`config.mk`:
```
export PLATFORM = sky130hd
export DESIGN_NAME = cordic_sched
export DESIGN_NICKNAME = d
export VERILOG_FILES = /design/src/rtl/cordic_sched.sv
export SDC_FILE = /design/constraint.sdc
export NUM_CORES = 1
export LEC_CHECK = 0
export CAP_MARGIN = 20
export CORE_ASPECT_RATIO = 1.1
export CORE_MARGIN = 8
export CORE_UTILIZATION = 30
export DETAILED_ROUTE_END_ITERATION = 8
export GPL_TIMING_DRIVEN = 1
export PLACE_DENSITY_LB_ADDON = 0.3
export SLEW_MARGIN = 30
export SYNTH_ARGS = -nofsm -noshare
export SYNTH_HDL_FRONTEND = slang
export SYNTH_SLANG_ARGS = --single-unit
```
`constraint.sdc`:
```
create_clock -name i_clk -period 4.6 [get_ports i_clk]
set_clock_uncertainty 0.1 [all_clocks]
set_input_delay 0.92 -clock i_clk [delete_from_list [all_inputs] [get_ports i_clk]]
set_output_delay 0.92 -clock i_clk [all_outputs]
set_load 0.1 [all_outputs]
```
`src/rtl/cordic_sched.sv`:
```
// cordic_sched: round-robin scheduler that shares one CORDIC core among N_REQ channels,
// with a WAIT timeout that completes a stuck transaction as an error.
module cordic_sched #(
    parameter int N_REQ   = 3,
    parameter int TIMEOUT = 32
) (
    input  logic                i_clk,
    input  logic                i_rst_n,
    input  logic [N_REQ-1:0]    i_req,
    input  logic [24*N_REQ-1:0] i_req_x,
    input  logic [24*N_REQ-1:0] i_req_y,
    input  logic [N_REQ-1:0]    i_chan_en,
    output logic [N_REQ-1:0]    o_ack,
    output logic [N_REQ-1:0]    o_rsp_valid,
    output logic [23:0]         o_rsp_angle,
    output logic [23:0]         o_rsp_mag,
    output logic                o_rsp_err,
    output logic                o_busy,
    output logic [23:0]         o_crd_x,
    output logic [23:0]         o_crd_y,
    output logic                o_crd_start,
    input  logic                i_crd_done,
    input  logic [23:0]         i_crd_angle,
    input  logic [23:0]         i_crd_magnitude
);
    localparam int GW = (N_REQ > 1) ? $clog2(N_REQ) : 1;
    localparam int TW = $clog2(TIMEOUT + 1);

    typedef enum logic [1:0] {IDLE, START, WAIT, RESP} state_t;

    state_t           r_state, w_state;
    logic [GW-1:0]    r_grant, w_grant, r_last, w_last, w_pick;
    logic [GW-1:0]    w_idx [N_REQ];
    logic [TW-1:0]    r_timer, w_timer;
    logic [N_REQ-1:0] w_elig, r_ack, w_ack, r_rsp_valid, w_rsp_valid;
    logic [23:0]      r_angle, w_angle, r_mag, w_mag, r_crd_x, w_crd_x, r_crd_y, w_crd_y;
    logic             w_hit, r_err, w_err, r_start, w_start, r_busy;

    assign w_elig = i_req & i_chan_en;

    // Walk channels starting just after the last served one; first eligible wins.
    always_comb begin
        w_hit  = 1'b0;
        w_pick = r_last;
        for (int i = 1; i <= N_REQ; i++) begin
            w_idx[i-1] = GW'((int'(r_last) + i) % N_REQ);
            if (!w_hit && w_elig[w_idx[i-1]]) begin
                w_hit  = 1'b1;
                w_pick = w_idx[i-1];
            end
        end
    end

    always_comb begin
        w_state     = r_state;
        w_grant     = r_grant;
        w_last      = r_last;
        w_timer     = r_timer;
        w_ack       = '0;
        w_rsp_valid = '0;
        w_start     = 1'b0;
        w_crd_x     = r_crd_x;
        w_crd_y     = r_crd_y;
        w_angle     = r_angle;
        w_mag       = r_mag;
        w_err       = r_err;
        case (r_state)
            IDLE: begin
                if (w_hit) begin
                    w_state = START;
                    w_grant = w_pick;
                    w_ack   = N_REQ'(1) << w_pick;
                    w_start = 1'b1;
                    w_crd_x = i_req_x[24*int'(w_pick) +: 24];
                    w_crd_y = i_req_y[24*int'(w_pick) +: 24];
                end
            end
            START: begin
                w_state = WAIT;
                w_timer = '0;
            end
            WAIT: begin
                if (i_crd_done) begin
                    w_state     = RESP;
                    w_angle     = i_crd_angle;
                    w_mag       = i_crd_magnitude;
                    w_err       = 1'b0;
                    w_rsp_valid = N_REQ'(1) << r_grant;
                end else if (r_timer == TW'(TIMEOUT)) begin
                    w_state     = RESP;
                    w_angle     = '0;
                    w_mag       = '0;
                    w_err       = 1'b1;
                    w_rsp_valid = N_REQ'(1) << r_grant;
                end else begin
                    w_timer = r_timer + 1'b1;
                end
            end
            RESP: begin
                w_state = IDLE;
                w_last  = r_grant;
            end
            default: w_state = IDLE;
        endcase
    end

    always_ff @(posedge i_clk) begin
        if (!i_rst_n) begin
            r_state     <= IDLE;
            r_grant     <= '0;
            r_last      <= GW'(N_REQ - 1);
            r_timer     <= '0;
            r_ack       <= '0;
            r_rsp_valid <= '0;
            r_start     <= 1'b0;
            r_busy      <= 1'b0;
            r_crd_x     <= '0;
            r_crd_y     <= '0;
            r_angle     <= '0;
            r_mag       <= '0;
            r_err       <= 1'b0;
        end else begin
            r_state     <= w_state;
            r_grant     <= w_grant;
            r_last      <= w_last;
            r_timer     <= w_timer;
            r_ack       <= w_ack;
            r_rsp_valid <= w_rsp_valid;
            r_start     <= w_start;
            r_busy      <= (w_state != IDLE);
            r_crd_x     <= w_crd_x;
            r_crd_y     <= w_crd_y;
            r_angle     <= w_angle;
            r_mag       <= w_mag;
            r_err       <= w_err;
        end
    end

    assign o_ack       = r_ack;
    assign o_rsp_valid = r_rsp_valid;
    assign o_rsp_angle = r_angle;
    assign o_rsp_mag   = r_mag;
    assign o_rsp_err   = r_err;
    assign o_busy      = r_busy;
    assign o_crd_x     = r_crd_x;
    assign o_crd_y     = r_crd_y;
    assign o_crd_start = r_start;
endmodule

```
==> flow_metrics.tcl, run 1 <==
set metrics [dict create \
    wl_per_cell_um 17.9 \
    drv_slew 0 \
    drt_iter0_drc 237 \
    end_kind "flop" \
    postSynthCellCount 565 \
    multi_input_area_um2 2420 \
    layout-area-overhead-vs-synth_pct 73.1 \
    grt_remaining_overflow 0 \
    slew_headroom 0.309 \
    seqCellArea_um2 2340 \
    mostFrequentLayoutCells "clkdlybuf4s50_1, dfxtp_1, nor2_1" \
    clk_latency_ns 0.41 \
    die_area_um2 21500 \
    worst_pin_slew_ns 1.03 \
    ys_top_cells_by_area "dfxtp_1, mux2i_1, a22oi_1, o221ai_1, nor2_1" \
    post_cts_resized 0 \
    post_cts_buffers 0 \
    finalCritPeriodShare 0.818 \
    design_area_um2 8860 \
    ant_nets 0 \
    max_freq_mhz 266 \
    seq_area_frac_synth 0.457 \
    syn_nets 777 \
    clkTransAtPathRegs_ns 0.05 \
    cts_buffer_depth 2 \
    status "finished clean" \
    synth_edf_count 0 \
    final_common_cell "clkdlybuf4s50_1" \
    cp-start-kind "input port" \
    grt_pass1_wl_um 29800 \
    gp_congestion 0.808 \
    critPathRequiredTime_ns 4.82 \
    htreeDepth 4 \
    tns_ns 0 \
    syn_area_um2 5120 \
    grtUsageTotal 0.176 \
    final_nets 1066 \
    fillCellCount 1569 \
    ys.flop_type "dfxtp_1" \
    leakage_nw 3.75 \
    fin_crit_ns 3.76 \
    power.density_nw_per_um2 634 \
    drcViolationCount 0 \
    postPlaceCellArea_um2 8330 \
    drt_pass1_iterations 4 \
    clkSinkCount 117 \
    grt_max_degree 56 \
    start_util 0.303 \
    ys_ff_latch 117 \
    drive_gt1_frac 0.0727 \
    cts_tree "done" \
    dp_hpwl_um 14400 \
    synth_cell_types 42 \
    r2r_slack_ns 0.87 \
    cp_max_fo 49 \
    portBuffers 305 \
    async_flop_share 0 \
    hold_path.class "reg2reg" \
    grt_pass1_vias 5223 \
    hold_violations 0 \
    die_h_um 153 \
    rsz0062_at_grt "no" \
    cts_root_buf "clkbuf_16" \
    synthDominantCellAreaShare 0.457 \
    peakVddDrop_uv 245 \
    core_area_um2 16900 \
    final-setup-viol-count 0 \
    drv_cap 0 \
    yosys_warnings 0 \
    vias 5147 \
    vias_per_cell 4.79 \
    antenna_found_initial 2 \
    avgSynthCellArea_um2 9.07 \
    critPathKind "in2reg" \
    yosys.area.top_type "dfxtp_1" \
    io_pins 306 \
    num_antenna_cells 0 \
    core.rowCount 50 \
    ctsHoldBuffers 0 \
    totalWireLength_um 19200 \
    numCtsBuffers 17 \
    crit_arrival_ns 3.98 \
    floorplan.die.width_um 141 \
]
-- power by group --
group | leakage (nW) | internal, mW | switching (mW)
logic | 2.54 | 0.772 | 2.22
clock network | 0.253 | 0.751 | 0.484
registers | 0.953 | 1.26 | 0.132
-- sequential cells by signal (all words and copies together), names as in the netlist --
name and cells:
o_rsp_mag 24, o_rsp_valid 3, o_busy 1, o_crd_x 24
r_state 2, o_crd_start 1, o_rsp_angle 24, o_rsp_err 1
o_ack 3, r_grant 2, r_last 2, o_crd_y 24
r_timer 6
-- Yosys cell counts, drive strengths merged (2+ instances only) --
master  instances
dfxtp         117
nor2           64
nand2          62
inv            59
mux2i          50
a22oi          49
o221ai         49
clkbuf         33
ha             11
a21oi           9
buf             8
and3            6
o21ai           5
or2             4
xor2            4
and2            3
nand2b          3
nand4           3
nor2b           3
a22o            2
a31oi           2
nor3            2
nor3b           2
o211ai          2
-- worst max-delay path: stages --
cell	delay, ns
clkdlybuf4s50_1	0.45
and3b_1	0.23
or4b_1	0.53
o211a_1	0.17
or2_0	0.20
a22o_1	0.20
or4_2	0.66
buf_4	0.32
o221ai_1	0.26
-- metrics by stage --
step | hold WS, ns | std cells | worst slack [ns] | util | power, mW
floorplan | 0.353 | 565 | 1.21 | - | 3.62
global placement | 0.342 | 1043 | 0.492 | 0.495 | 4.44
detailed placement | 0.350 | 1043 | 0.427 | 0.493 | 4.43
CTS | 0.364 | 1074 | 0.869 | 0.526 | 5.69
global route | 0.380 | 1074 | 0.636 | 0.525 | 5.87
finish | 0.357 | 1074 | 0.839 | 0.525 | 5.62
-- worst paths after layout --
kind                                start                 endpoint  depth (start not counted)
setup / recovery                 i_req[0]  o_crd_y[5]$_SDFFE_PN0P_                          9
hold / removal    o_crd_y[3]$_SDFFE_PN0P_  o_crd_y[3]$_SDFFE_PN0P_                          2
setup reg to reg   r_last[1]$_SDFFE_PN1N_  o_crd_y[5]$_SDFFE_PN0P_                         10
hold reg to reg   o_crd_y[3]$_SDFFE_PN0P_  o_crd_y[3]$_SDFFE_PN0P_                          2
-- per-layer routing --
layer	GRT usage	up-vias	routed length, um
li1	-	2564	-
met1	0.204	2326	8110
met2	0.275	236	8530
met3	0.0969	17	2330
met4	0.0476	4	230
met5	0	-	22
-- kinds of logic (layout without fill, tap and decap cells) --
family | count (synthesis) | after routing | share of synthesized area
xor gates and xnor gates | 4 | 4 | 0.00684
AOI/OAI and AO/OA | 126 | 126 | 0.202
adders and majority gates | 11 | 11 | 0.0269
muxes | 50 | 50 | 0.0977
DFF | 117 | 117 | 0.457
buffers and inverters | 100 | 401 | 0.0774
and+or+nand+nor | 157 | 157 | 0.132
-- area by class of cell --
type | instances | share of cell area
repair buffers | 311 | 0.347
multi-input cells | 348 | 0.273
flip-flops and latches | 117 | 0.264
clock buffers | 19 | 0.0500
well taps | 208 | 0.0294
inverters | 59 | 0.0250
clock inverters | 12 | 0.0121
Note: power is estimated with default switching activity, not from simulation.
==> run 2, diff against run 1 <==
==> constraint.sdc (replaced) <==
create_clock -name i_clk -period 3.05 [get_ports i_clk]
set_clock_uncertainty 0.1 [all_clocks]
set_input_delay 0.61 -clock i_clk [delete_from_list [all_inputs] [get_ports i_clk]]
set_output_delay 0.61 -clock i_clk [all_outputs]
set_load 0.1 [all_outputs]
==> run 2 against run 1 <==
  * Non-clock buffer count grew 39
  * Cell count grew 3.8%
  * Cell area grew 5.1%
  * Critical path type is now reg2reg
  * Largest cell class unchanged
  * Highest routed layer is now met4
==> flow_metrics.tcl, run 2 (synthesis gave the netlist of run 1 again) <==
set metrics [dict create \
    status "finished clean" \
    end_kind "flop" \
    cp-start-kind "flop" \
    fin_ws_ns 0.0537 \
    postPlaceCellArea_um2 8410 \
    leakage_nw 4.29 \
    drive_gt1_frac 0.245 \
    core_area_um2 16900 \
    start_util 0.303 \
    place_ws_ns -0.540 \
    layout-area-overhead-vs-synth_pct 81.8 \
    die_h_um 153 \
    grt_remaining_overflow 0 \
    cts_root_buf "clkbuf_16" \
    ant_nets 0 \
    max_freq_mhz 334 \
    finalCritPeriodShare 0.982 \
    drv_slew 0 \
    antenna_found_initial 1 \
    final-setup-viol-count 0 \
    final_nets 1105 \
    grtUsageTotal 0.185 \
    grt_max_degree 55 \
    vias 5368 \
    hold_violations 0 \
    cts_tree "done" \
    grt_pass1_wl_um 31100 \
    worst_pin_slew_ns 0.593 \
    final_common_cell "clkdlybuf4s50_1" \
    rsz0062_at_grt "yes" \
    peakVddDrop_uv 388 \
    drt_pass1_iterations 5 \
    design_area_um2 9310 \
    hold_path.class "reg2reg" \
    io_pins 306 \
    power.density_nw_per_um2 977 \
    cp_max_fo 12 \
    drcViolationCount 0 \
    wl_per_cell_um 18.7 \
    post_cts_buffers 0 \
    cts_buffer_depth 2 \
    grt_pass1_vias 5421 \
    critPathKind "reg2reg" \
    slew_headroom 0.604 \
    vias_per_cell 4.81 \
    totalWireLength_um 20800 \
    clk_latency_ns 0.41 \
    crit_arrival_ns 3.22 \
    numCtsBuffers 17 \
    portBuffers 305 \
    final_util 0.551 \
    r2r_slack_ns 0.05 \
    drt_iter0_drc 221 \
    drv_cap 0 \
    clkSinkCount 117 \
    critPathRequiredTime_ns 3.28 \
    mostFrequentLayoutCells "clkdlybuf4s50_1, buf_4, dfxtp_1" \
    htreeDepth 4 \
    die_area_um2 21500 \
    fin_crit_ns 3.00 \
    core.rowCount 50 \
    floorplan.die.width_um 141 \
    clkTransAtPathRegs_ns 0.06 \
    dp_hpwl_um 15300 \
    gp_congestion 0.875 \
    fillCellCount 1506 \
]
## run 2: changes by cell type in the layout (fill, tap and decap cells not counted), sizes merged
cell,previous run,this run
buf,15,147
clkinv,4,2
bufinv,1,5
inv,60,59
diode,0,1
dlymetal6s2s,0,6
clkbuf,20,23
clkinvlp,6,5
clkdlybuf4s50,295,194
## run 2: routing by layer
layer,track usage,part of all wire,vias to the layer above
met5,0,0,-
met4,0.0569,0.011,0
met3,0.0866,0.10,17
met2,0.296,0.47,232
met1,0.216,0.42,2471
li1,-,-,2648
## run 2: cell type report
cell class,instances,area (um2),share of cell area
inverters,59,221,0.0238
repair buffers,350,3290,0.354
clock buffers,20,457,0.0490
well taps,208,260,0.0279
multi-input cells,348,2530,0.272
clock inverters,12,201,0.0216
flip-flops and latches,117,2350,0.252
diodes,1,2.50,0.000269
## run 2: power by group
| group | internal (mW) | switching [mW] |
|---|---|---|
| logic | 1.31 | 3.46 |
| registers | 1.90 | 0.208 |
| clock network | 1.49 | 0.734 |
| total | 4.70 | 4.40 |
## run 2: stage by stage
stage               setup TNS (ns)  std cells  hold slack (ns)  power (mW)
detailed placement          -25.17       1078            0.350        6.77
finish                           0       1115            0.362        9.10
floorplan                        0        565            0.353        5.47
global placement            -23.30       1078            0.345        6.75
global route               -0.0404       1115            0.380        9.46
CTS                              0       1111            0.363        9.06
## run 2: worst max-delay path, cell delays in order (launching register included)
cell and delay (ns):
dfxtp_4 0.36, inv_2 0.07, ha_2 0.20, and3_4 0.18, or4b_4 0.46, o211a_1 0.15, or2_0 0.22, a22o_1 0.21
or4_4 0.54, clkbuf_16 0.23, o221ai_1 0.19
## run 2: worst paths after layout
| check | startpoint | endpoint | cells after the start |
|---|---|---|---|
| min reg2reg | o_crd_x[9]$_SDFFE_PN0P_ | o_crd_x[9]$_SDFFE_PN0P_ | 2 |
| min | o_crd_x[9]$_SDFFE_PN0P_ | o_crd_x[9]$_SDFFE_PN0P_ | 2 |
| max | r_last[0]$_SDFFE_PN0N_ | o_crd_x[14]$_SDFFE_PN0P_ | 10 |
| max reg2reg | r_last[0]$_SDFFE_PN0N_ | o_crd_x[14]$_SDFFE_PN0P_ | 10 |
## run 2: repair_timing
| item | in CTS | in global routing |
|---|---|---|
| pin swaps | 0 | 1 |
| gates cloned | 1 | 3 |
| endpoints found under the setup margin | 48 | 47 |
| hold buffers | 0 | 0 |
| resized for setup | 2 | 29 |
